`src/rtl/spi_config_arbiter.sv`:
```
// Round-robin arbiter sharing one quick_spi master between on-chip requesters.
// Each grant runs one 16-bit transaction with a timeout guard and a post-transaction gap.
module spi_config_arbiter #(
  parameter int NUM_REQ        = 3,
  parameter int TIMEOUT_CYCLES = 4096,
  parameter int GAP_CYCLES     = 2
) (
  input  logic                    clk,
  input  logic                    reset_n,
  input  logic [NUM_REQ-1:0]      req_valid,
  output logic [NUM_REQ-1:0]      req_ready,
  input  logic [2*NUM_REQ-1:0]    req_slave,
  input  logic [16*NUM_REQ-1:0]   req_data,
  input  logic [NUM_REQ-1:0]      req_operation,
  output logic [NUM_REQ-1:0]      rsp_valid,
  output logic [7:0]              rsp_data,
  output logic                    rsp_timeout,
  output logic                    busy,
  output logic [2:0]              grant_id,
  output logic                    spi_enable,
  output logic                    spi_start_transaction,
  output logic [1:0]              spi_slave,
  output logic [15:0]             spi_outgoing_data,
  output logic                    spi_operation,
  input  logic [7:0]              spi_incoming_data,
  input  logic                    spi_end_of_transaction,
  output logic [2:0]              fsm_state
);

  localparam int CNT_W = $clog2(TIMEOUT_CYCLES + 1);
  localparam int GAP_W = (GAP_CYCLES > 1) ? $clog2(GAP_CYCLES) : 1;

  typedef enum logic [2:0] {
    S_IDLE    = 3'd0,
    S_ISSUE   = 3'd1,
    S_WAIT    = 3'd2,
    S_RESPOND = 3'd3,
    S_GAP     = 3'd4
  } state_t;

  state_t           state;
  logic [2:0]       rr_ptr;
  logic [CNT_W-1:0] to_cnt;
  logic [GAP_W-1:0] gap_cnt;

  logic             found;
  logic [2:0]       win;
  logic [3:0]       idx;
  logic [1:0]       sel_slave;
  logic [15:0]      sel_data;
  logic             sel_op;

  // Rotating priority search: offset i from rr_ptr, wrapped modulo NUM_REQ.
  always_comb begin
    found = 1'b0;
    win   = '0;
    idx   = '0;
    for (int i = 0; i < NUM_REQ; i++) begin
      idx = {1'b0, rr_ptr} + 4'(i);
      if (idx >= 4'(NUM_REQ)) idx = idx - 4'(NUM_REQ);
      for (int j = 0; j < NUM_REQ; j++) begin
        if (!found && req_valid[j] && idx == 4'(j)) begin
          found = 1'b1;
          win   = 3'(j);
        end
      end
    end
  end

  always_comb begin
    sel_slave = '0;
    sel_data  = '0;
    sel_op    = 1'b0;
    for (int j = 0; j < NUM_REQ; j++) begin
      if (win == 3'(j)) begin
        sel_slave = req_slave[2*j +: 2];
        sel_data  = req_data[16*j +: 16];
        sel_op    = req_operation[j];
      end
    end
  end

  // Handshake: a request is accepted on the edge where req_valid[i] & req_ready[i];
  // req_ready is a combinational one-hot strobe, only ever high in IDLE.
  always_comb begin
    req_ready = '0;
    for (int j = 0; j < NUM_REQ; j++) begin
      req_ready[j] = reset_n && (state == S_IDLE) && found && (win == 3'(j));
    end
  end

  assign busy      = (state != S_IDLE);
  assign fsm_state = state;

  always_ff @(posedge clk) begin
    if (!reset_n) begin
      state                 <= S_IDLE;
      rr_ptr                <= '0;
      grant_id              <= '0;
      to_cnt                <= '0;
      gap_cnt               <= '0;
      rsp_valid             <= '0;
      rsp_data              <= '0;
      rsp_timeout           <= 1'b0;
      spi_enable            <= 1'b0;
      spi_start_transaction <= 1'b0;
      spi_slave             <= '0;
      spi_outgoing_data     <= '0;
      spi_operation         <= 1'b0;
    end else begin
      rsp_valid <= '0;
      case (state)
        S_IDLE: begin
          if (found) begin
            grant_id              <= win;
            spi_slave             <= sel_slave;
            spi_outgoing_data     <= sel_data;
            spi_operation         <= sel_op;
            spi_enable            <= 1'b1;
            spi_start_transaction <= 1'b1;
            state                 <= S_ISSUE;
          end
        end
        S_ISSUE: begin
          to_cnt <= '0;
          state  <= S_WAIT;
        end
        S_WAIT: begin
          // End of transaction takes priority over a timeout in the same cycle.
          if (spi_end_of_transaction || to_cnt == CNT_W'(TIMEOUT_CYCLES - 1)) begin
            rsp_data    <= spi_end_of_transaction ? spi_incoming_data : 8'h00;
            rsp_timeout <= ~spi_end_of_transaction;
            for (int j = 0; j < NUM_REQ; j++) begin
              rsp_valid[j] <= (grant_id == 3'(j));
            end
            spi_enable            <= 1'b0;
            spi_start_transaction <= 1'b0;
            state                 <= S_RESPOND;
          end else begin
            to_cnt <= to_cnt + CNT_W'(1);
          end
        end
        S_RESPOND: begin
          rr_ptr  <= (grant_id == 3'(NUM_REQ - 1)) ? 3'd0 : grant_id + 3'd1;
          gap_cnt <= '0;
          state   <= (GAP_CYCLES == 0) ? S_IDLE : S_GAP;
        end
        S_GAP: begin
          if (gap_cnt == GAP_W'(GAP_CYCLES - 1)) state <= S_IDLE;
          else gap_cnt <= gap_cnt + GAP_W'(1);
        end
        default: state <= S_IDLE;
      endcase
    end
  end

endmodule

```
`config.mk`:
```
export PLATFORM = sky130hd
export DESIGN_NAME = spi_config_arbiter
export DESIGN_NICKNAME = d
export VERILOG_FILES = /design/src/rtl/spi_config_arbiter.sv
export SDC_FILE = /design/constraint.sdc
export NUM_CORES = 1
export LEC_CHECK = 0
export CORE_MARGIN = 3
export CORE_UTILIZATION = 40
export DETAILED_ROUTE_END_ITERATION = 16
export PLACE_DENSITY = 0.73
export SLEW_MARGIN = 30
export SYNTH_ARGS = -nofsm -noshare
export SYNTH_HDL_FRONTEND = slang
export SYNTH_SLANG_ARGS = --single-unit
```
`constraint.sdc`:
```
create_clock -name clk -period 7.2 [get_ports clk]
set_input_delay 1.08 -clock clk [delete_from_list [all_inputs] [get_ports clk]]
set_output_delay 1.08 -clock clk [all_outputs]
set_load 0.005 [all_outputs]
```
# == Yosys cells after proc, flatten, opt, wreduce, memory -nomap -nowiden ==
# Index checks and enable logic that the tools add are counted.
# totals
register_bits,55
output_inout_bits,43
elab_cells,132
# op_classes
addsub,8
magnitude_cmp,3
n_eq_ne,19
mux,42
n_bitwise,1
n_reduce_logical,47
# op_table
cell,count
$mux W16,3
$mux W3,11
$pmux W13 S2,1
$logic_and A1 B1 Y1,22
$mux W1,16
$pmux W3 S5,1
$add A13 B1 Y13 const B,1
$eq A13 B12 Y1 const B,1
$mux W13,1
$eq A3 B2 Y1 const B,4
$eq A4 B1 Y1 const B,3
$eq A4 B2 Y1 const B,3
$logic_not A4 Y1,3
$mux W4,3
$eq A3 B1 Y1 const B,3
$logic_not A3 Y1,3
$reduce_and A3 Y1,3
$ge A4 B2 Y1 const B,2
$logic_not A1 Y1,8
$mux W8,1
$ne A2 B2 Y1 const B,4
$sub A4 B2 Y4 const B,2
$mux W2,3
$reduce_and A2 Y1,3
12 further kinds,15

# == Logic depth before layout (Yosys ltp) ==
# Gate-level depths: netlist (run 1).
# logic_depth
depth_word,41
mapped_depth,13

# == Least setup slack after synthesis (run 1) ==
# No wires, ideal clock.
# synth_path
kind,reg-to-output
start,reg rr_ptr[1]
end,out req_ready[0]
arrival_time_ns,2.717
required_time_ns,6.120
setup_slack_ns,3.403
stages_incl_launch_ff,12
cell_sequence,dfxtp_1 > ha_1 > inv_1 > ha_1 > and4b_1 > o311a_1 > a41o_1 > o41ai_4 > buf_6 > buf_8 > nor2_1 > and3_1
# synth_between
elab_chain_len,39
elab_cells_between_ends,65
classes_between,5 x add/sub; 3 x order compare; 6 x eq/ne; 20 x mux; 31 x reduce/logical
# synth_lines
item,line_no,rtl
"start, declared",42,logic [2:0] rr_ptr;
"start signal, assigned",144,rr_ptr <= (grant_id == 3'(NUM_REQ - 1)) ? 3'd0 : grant_id + 3'd1;
$sub A3 B2 Y4 or $ge A3 B2 Y1 (tied branches),60,if (idx >= 4'(NUM_REQ)) idx = idx - 4'(NUM_REQ);
$mux W4,60,
$logic_not A4 Y1,62,if (!found && req_valid[j] && idx == 4'(j)) begin
$logic_and A1 B1 Y1,62,
$mux W1,62,
$logic_not A1 Y1,62,
$logic_and A1 B1 Y1 (2 in series),62,
$mux W1,62,
[... 20 more ...],n/a,
$logic_not A1 Y1,62,
$logic_and A1 B1 Y1 (2 in series),62,
$mux W1,62,
$logic_not A1 Y1,62,
$logic_and A1 B1 Y1 (2 in series),62,
$mux W3 or $mux W1 (tied branches),62,
$logic_not A3 Y1 or $logic_and A1 B1 Y1 (tied branches),88,req_ready[j] = reset_n && (state == S_IDLE) && found && (win == 3'(j));
$logic_and A1 B1 Y1 *,88,
"end, declared",11,"output logic [NUM_REQ-1:0] req_ready,"
# Every way passes the cells marked *; elsewhere a longest branch is shown, timed or not.

# == Worst setup path in the final report (run 1) ==
# layout_path
start,reg rr_ptr[0]
end,out req_ready[0]
# Same word-level chain as after synthesis.

==> summary.txt, run 1 <==
Run status
  – Status: finished clean

Drt
  – Drt drc: 0
  – Vias/cell: 5.381
  – Routed via count: 3261
  – Drt first pass iters: 5
  – WL/cell: 14.90 um
  – DRT iter0 DRCs: 126
  – Post-route ant nets: 0
  – Post-Route WL: 9.032 mm

Clock tree
  – Clk pin slew, worst setup/hold paths: 0.09 ns
  – Clk Latency, worst-skew pair: 0.31 ns
  – Post-CTS Resized: 0
  – CTS root buf: clkbuf_8
  – CTS Buf Count: 5
  – Clock sinks: 54
  – Clk buf depth: 2
  – CTS Hold Bufs: 0
  – Setup Fix Bufs, Post-CTS: 0
  – CTS HTree Levels: 2
  – CTS tree: built

Floorplan
  – Core ar.: 7928 sq um
  – Ports: 114
  – Die area: 9478 sq um
  – Initial core utilization: 0.4211
  – Die Y: 97.36 um
  – Die W: 97.36 um
  – Site row count: 32

Synthesis
  – Share of the synthesized area in the top cell type: 0.3238
  – Top cells by area, synth: dfxtp_1 (32%), mux2i_1 (6.3%), a21oi_1 (5.4%), nor2_1 (5.3%), ha_1 (4.5%)
  – Asr flop ratio synth: 0
  – Mapped Nets: 487
  – Complex-gate fraction of the synthesized area: 0.2264
  – Sequential fraction of the synthesis area: 0.3238
  – #FFs+latches synth: 54
  – Post-synthesis cell area: 3338 sq um
  – Post-Synth Adder-Cell Area: 0.04498
  – Post-Syn Instances: 404
  – Simple-Gate Fraction of Synth Area: 0.2223
  – Synthesis warning total: 0
  – Syn Area/Cell: 8.263 sq um
  – Post-synth EDFFs: 0
  – Largest family of logic cells by synthesized area: compound AO/OA/AOI/OAI gates
  – Distinct cells, synth: 54
  – Top cell type by total area after synthesis: dfxtp_1
  – Post-synthesis mux area share: 0.06634
  – Primary FF master, synth: dfxtp_1
  – Post-Synth XOR/XNOR Area: 0.02886

Timing
  – Relative slew slack: 0.4236
  – Final worst slack: 1.939 ns
  – Hold Vio Cnt, Final: 0
  – Layout Skew: 0.009547 ns
  – Worst-margin pin slew: 0.8619 ns
  – Fmax: 0.1901 GHz
  – Final setup vio count: 0
  – Fin crit period: 5.261 ns
  – RSZ-0062 raised after global routing: no
  – Slew Limit Fails: 0
  – Setup TNS Final: 0 ns
  – Share of the clock period used by the worst path: 0.7307

Finish
  – Final core utilization: 0.5732
  – Fraction of layout instances using a drive strength above 1: 0.07341
  – Final instance count without filler cells: 606
  – Fin area: 4544 sq um
  – Area grow syn2layout: 36.13%
  – Final #Nets: 587
  – Ant diodes: 0

Worst setup path
  – Critical path fanouts, max: 22
  – Reg2reg start: rr_ptr[0]
  – Type of origin of the critical path: register
  – Critical Path AT: 4.18 ns
  – WS Path Type: register to primary output
  – R2r endpoint: spi_outgoing_data[11]
  – Register-to-register setup slack: 3.32 ns
  – Critical Path RT: 6.12 ns
  – Worst Setup End Kind: primary output
  – R2r worst-path depth: 11

Hold path
  – Min-Delay Endpoint: gap_cnt
  – Worst hold path startpoint: gap_cnt
  – Hold Path Depth: 2
  – Worst min path class: register to register

Global routing
  – First-pass GRT wire length: 14.52 mm
  – GRT Total Usage: 0.1831
  – Initial antenna violation count: 0
  – Total grt overflow: 0
  – Vias in the first global route: 3149
  – Pin count of the biggest net entering global routing: 32

Placement
  – Placed Cells: 598
  – Placed Area: 4449 sq um
  – Final Wtd Congestion: 0.8200
  – Dpl ws: 2.040 ns
  – Dpl hpwl: 6.733 mm
  – Port Buffers: 112

Run
  – MaxCap Viol Count: 0

Power
  – Power Density: 237.2 nW/um^2
  – Pleak: 1.779 nW
  – Max VDD drop: 103.8 uV
## Yosys cell counts, types with 3 or more instances
cell,n
dfxtp_1,54
nor2_1,47
a21oi_1,36
inv_1,29
mux2i_1,21
nand2_1,20
and3_1,19
o31ai_1,19
a21oi_2,14
ha_1,12
nand3_1,10
a22o_1,9
o21ai_0,9
nor3_1,8
clkbuf_1,7
buf_2,6
xor2_1,6
a21o_1,5
buf_6,5
nand3b_1,5
or2_2,5
xnor2_1,5
a31oi_1,4
buf_4,4
nand2b_1,4
nor3b_1,4
nor4b_1,3
## kinds of logic after synthesis
logic type,Yosys count
buffers and inverters,54
XOR/XNOR,11
AND/OR/NAND/NOR,142
AO/OA/AOI/OAI,108
other,1
multiplexers,22
adder cells (fa/ha/maj),12
flip-flops,54
## worst max-delay path, cell delays in order, from the launching register on
cell and delay (ns):
dfxtp_1 0.73, inv_1 0.20, ha_1 0.44, nor4bb_1 0.29
a41oi_1 0.09, a31oi_1 0.42, nor2_1 0.16, a21oi_2 0.53
buf_4 0.30, and3_1 0.19, clkdlybuf4s50_1 0.51
## power by group
| part | total, mW | switching, mW | internal [mW] |
|---|---|---|---|
| Sequential | 0.402 | 0.0532 | 0.349 |
| Combinational | 0.508 | 0.244 | 0.264 |
| Clock | 0.168 | 0.101 | 0.0667 |
## state kept, by name, indices dropped and copies added, names as in the netlist
| register | flops |
|---|---|
| rsp_data | 8 |
| spi_slave | 2 |
| rr_ptr | 3 |
| grant_id | 2 |
| fsm_state | 3 |
| rsp_valid | 3 |
| gap_cnt | 1 |
| spi_operation | 1 |
| to_cnt | 13 |
| rsp_timeout | 1 |
| spi_start_transaction | 1 |
| spi_outgoing_data | 16 |
## cell usage in the layout, fill, tap and decap left out, types with 2 or more instances in the layout
master and count:
a31oi_1 4, and4b_1 2, xor2_1 6, nand3b_1 5
a21oi_2 15, and3_1 19, o21ai_0 9, inv_1 29
a41o_1 2, nor3_1 8, nand2_1 20, nor2_1 47
a21o_1 5, nor4bb_1 2, nor3b_1 4, clkbuf_8 5
nor4b_1 3, buf_4 5, or3_1 2, dfxtp_1 54
nand4_1 2, nor2b_1 2, clkdlybuf4s50_1 112, xnor2_1 5
nand2b_1 4, nand3_1 10, or2_2 5, a21oi_1 35
mux2i_1 21, ha_1 12, clkinvlp_4 2, o31ai_1 19
a211oi_1 2, a22o_1 9
## routing by layer
layer | GRT usage | vias to the layer above | part of all wire
met1 | 0.2164 | 1515 | 0.43
met4 | 0.05644 | 0 | 0.016
met3 | 0.04379 | 10 | 0.057
met2 | 0.3270 | 105 | 0.50
li1 | - | 1631 | -
met5 | 0 | - | 0
## worst max-delay path by stage
stage | start | end | slack (ns) | cells after the start
after floorplan | rr_ptr[1] | req_ready[0] | 3.40 | 11
after CTS | rr_ptr[0] | req_ready[2] | 1.81 | 10
final | rr_ptr[0] | req_ready[0] | 1.94 | 10
after detailed placement | req_valid[2] | req_ready[0] | 2.04 | 9
after global routing | rr_ptr[0] | req_ready[0] | 1.74 | 10
after global placement | req_valid[2] | req_ready[0] | 2.10 | 9
## stage by stage
stage / total power [mW] / hold slack [ns]
after floorplan: 0.7258 / 0.4410
after global placement: 0.8952 / 0.4489
after detailed placement: 0.9079 / 0.4532
after CTS: 1.078 / 0.4670
after global routing: 1.149 / 0.4996
final: 1.078 / 0.4669
## layout make-up
cell class / count / area, sq um
inverters: 29 / 108.9
repair buffers: 118 / 1170
clock inverters: 2 / 15.01
multi-input cells: 296 / 1973
fillers: 744 / 3383
well taps: 102 / 127.6
flip-flops and latches: 54 / 1081
clock buffers: 5 / 68.82
Power figures use the tool's default switching activity.
==> run 2, diff against run 1 <==
--- a/config.mk
+++ b/config.mk
@@ -8,7 +8,7 @@
 export CORE_MARGIN = 3
 export CORE_UTILIZATION = 40
 export DETAILED_ROUTE_END_ITERATION = 16
-export PLACE_DENSITY = 0.73
+export PLACE_DENSITY = 0.76
 export SLEW_MARGIN = 30
 export SYNTH_ARGS = -nofsm -noshare
 export SYNTH_HDL_FRONTEND = slang
==> constraint.sdc (replaced) <==
create_clock -name clk -period 4.5 [get_ports clk]
set_input_delay 0.675 -clock clk [delete_from_list [all_inputs] [get_ports clk]]
set_output_delay 0.675 -clock clk [all_outputs]
set_load 0.005 [all_outputs]
==> summary.txt, run 2 (synthesis gave the netlist of run 1 again) <==
Finish
  – Final #Nets: 591
  – Most common cell after layout, fill and taps aside: clkdlybuf4s50_1
  – Fraction of layout instances using a drive strength above 1: 0.08448
  – Largest registers: spi_outgoing_data x16, to_cnt x13, rsp_data x8
  – Final instance count without filler cells: 611
  – Ant diodes: 0
  – Max FFs per register: 16
  – Final core utilization: 0.5784
  – Biggest register: spi_outgoing_data
  – Commonest non-fill, non-tap cells in the layout: clkdlybuf4s50_1 (112), dfxtp_1 (53), nor2_1 (47)
  – Area grow syn2layout: 37.37%

Clock tree
  – Clk buf depth: 2
  – Clk pin slew, worst setup/hold paths: 0.10 ns
  – CTS Hold Bufs: 0
  – CTS tree: built
  – CTS root buf: clkbuf_8
  – CTS Buf Count: 5
  – Clock sinks: 54
  – Clk Latency, worst-skew pair: 0.31 ns
  – CTS HTree Levels: 2

Timing
  – RSZ-0062 raised after global routing: no
  – Relative slew slack: 0.5296
  – Layout Skew: 0.006904 ns
  – Setup TNS Final: 0 ns
  – Hold Vio Cnt, Final: 0
  – Share of the clock period used by the worst path: 0.9478
  – Fmax: 0.2345 GHz
  – Final setup vio count: 0
  – Fin crit period: 4.265 ns
  – Slew Limit Fails: 0
  – Worst-margin pin slew: 0.7056 ns

Worst setup path
  – Critical Path AT: 3.59 ns
  – WS Path Type: register to primary output
  – Critical path fanouts, max: 22
  – Register-to-register setup slack: 1.20 ns
  – Critical Path RT: 3.83 ns
  – Type of origin of the critical path: register
  – Worst Setup End Kind: primary output

Floorplan
  – Die W: 97.36 um
  – Site row count: 32
  – Die Y: 97.36 um
  – Initial core utilization: 0.4211
  – Die area: 9478 sq um
  – Core ar.: 7928 sq um
  – Ports: 114

Power
  – Max VDD drop: 172.8 uV
  – Pleak: 1.811 nW
  – Power Density: 380.2 nW/um^2

Global routing
  – GRT Total Usage: 0.1827
  – Vias in the first global route: 3090
  – Pin count of the biggest net entering global routing: 29
  – Total grt overflow: 0
  – Initial antenna violation count: 0
  – First-pass GRT wire length: 14.67 mm

Run status
  – Status: finished clean

Drt
  – WL/cell: 14.44 um
  – DRT iter0 DRCs: 170
  – Drt first pass iters: 4
  – Vias/cell: 5.259
  – Drt drc: 0
  – Routed via count: 3213
  – Post-Route WL: 8.821 mm
  – Post-route ant nets: 0

Run
  – MaxCap Viol Count: 0

Placement
  – Port Buffers: 112
  – Placed Cells: 603
  – Final Wtd Congestion: 0.8490
  – Dpl hpwl: 6.781 mm

Hold path
  – Worst min path class: register to register
[run 2: final timing paths]
path	to	depth (start not counted)	from
worst max-delay path	req_ready[0]	10	rr_ptr[0]
worst min-delay path	gap_cnt	2	gap_cnt
worst min register to register	gap_cnt	2	gap_cnt
worst max register to register	spi_outgoing_data[13]	11	rr_ptr[1]
[run 2: per-layer routing]
layer / track usage / part of all wire / wire, um
met5: 0 / 0 / 0
met4: 0.04047 / 0.010 / 90
met3: 0.04379 / 0.054 / 477
met2: 0.3094 / 0.48 / 4263
met1: 0.2364 / 0.45 / 3989
[run 2: stage by stage]
| stage | hold WS [ns] | total power [mW] | cell area, sq um | worst slack (ns) |
|---|---|---|---|---|
| floorplan | 0.4410 | 1.161 | 3338 | 1.108 |
| global placement | 0.4504 | 1.440 | 4487 | 0.5309 |
| detailed placement | 0.4598 | 1.461 | 4487 | 0.4442 |
| CTS | 0.4821 | 1.758 | 4584 | 0.06169 |
| global route | 0.4993 | 1.867 | 4586 | 0.004730 |
| finish | 0.4756 | 1.743 | 4586 | 0.2348 |
[run 2: power breakdown]
| group | total (mW) | internal, mW | switching, mW |
|---|---|---|---|
| Clock | 0.292 | 0.116 | 0.176 |
| Sequential | 0.646 | 0.559 | 0.0878 |
| Combinational | 0.805 | 0.423 | 0.382 |
[run 2: cell type report]
type                       instances  area, sq um
clock buffer                       5        68.82
clock inverter                     3        28.78
fill                             697         3342
inverter                          29        108.9
multi-input combinational        296         1973
sequential                        54         1082
tap                              102        127.6
timing repair buffer             122         1196
[run 2: worst max-delay path, stage by stage (launching register included)]
cell and delay, ns:
dfxtp_2 0.55, inv_1 0.17, ha_1 0.41, nor4bb_1 0.35
a41oi_1 0.12, a31oi_1 0.49, nor2_1 0.16, a21oi_2 0.15
buf_4 0.18, and3_1 0.17, clkdlybuf4s50_1 0.53
[run 2: timing repair]
action,in CTS,in global routing
setup buffers,0,0
setup endpoints to repair,0,3
resized for setup,0,1
hold endpoints to repair,0,0
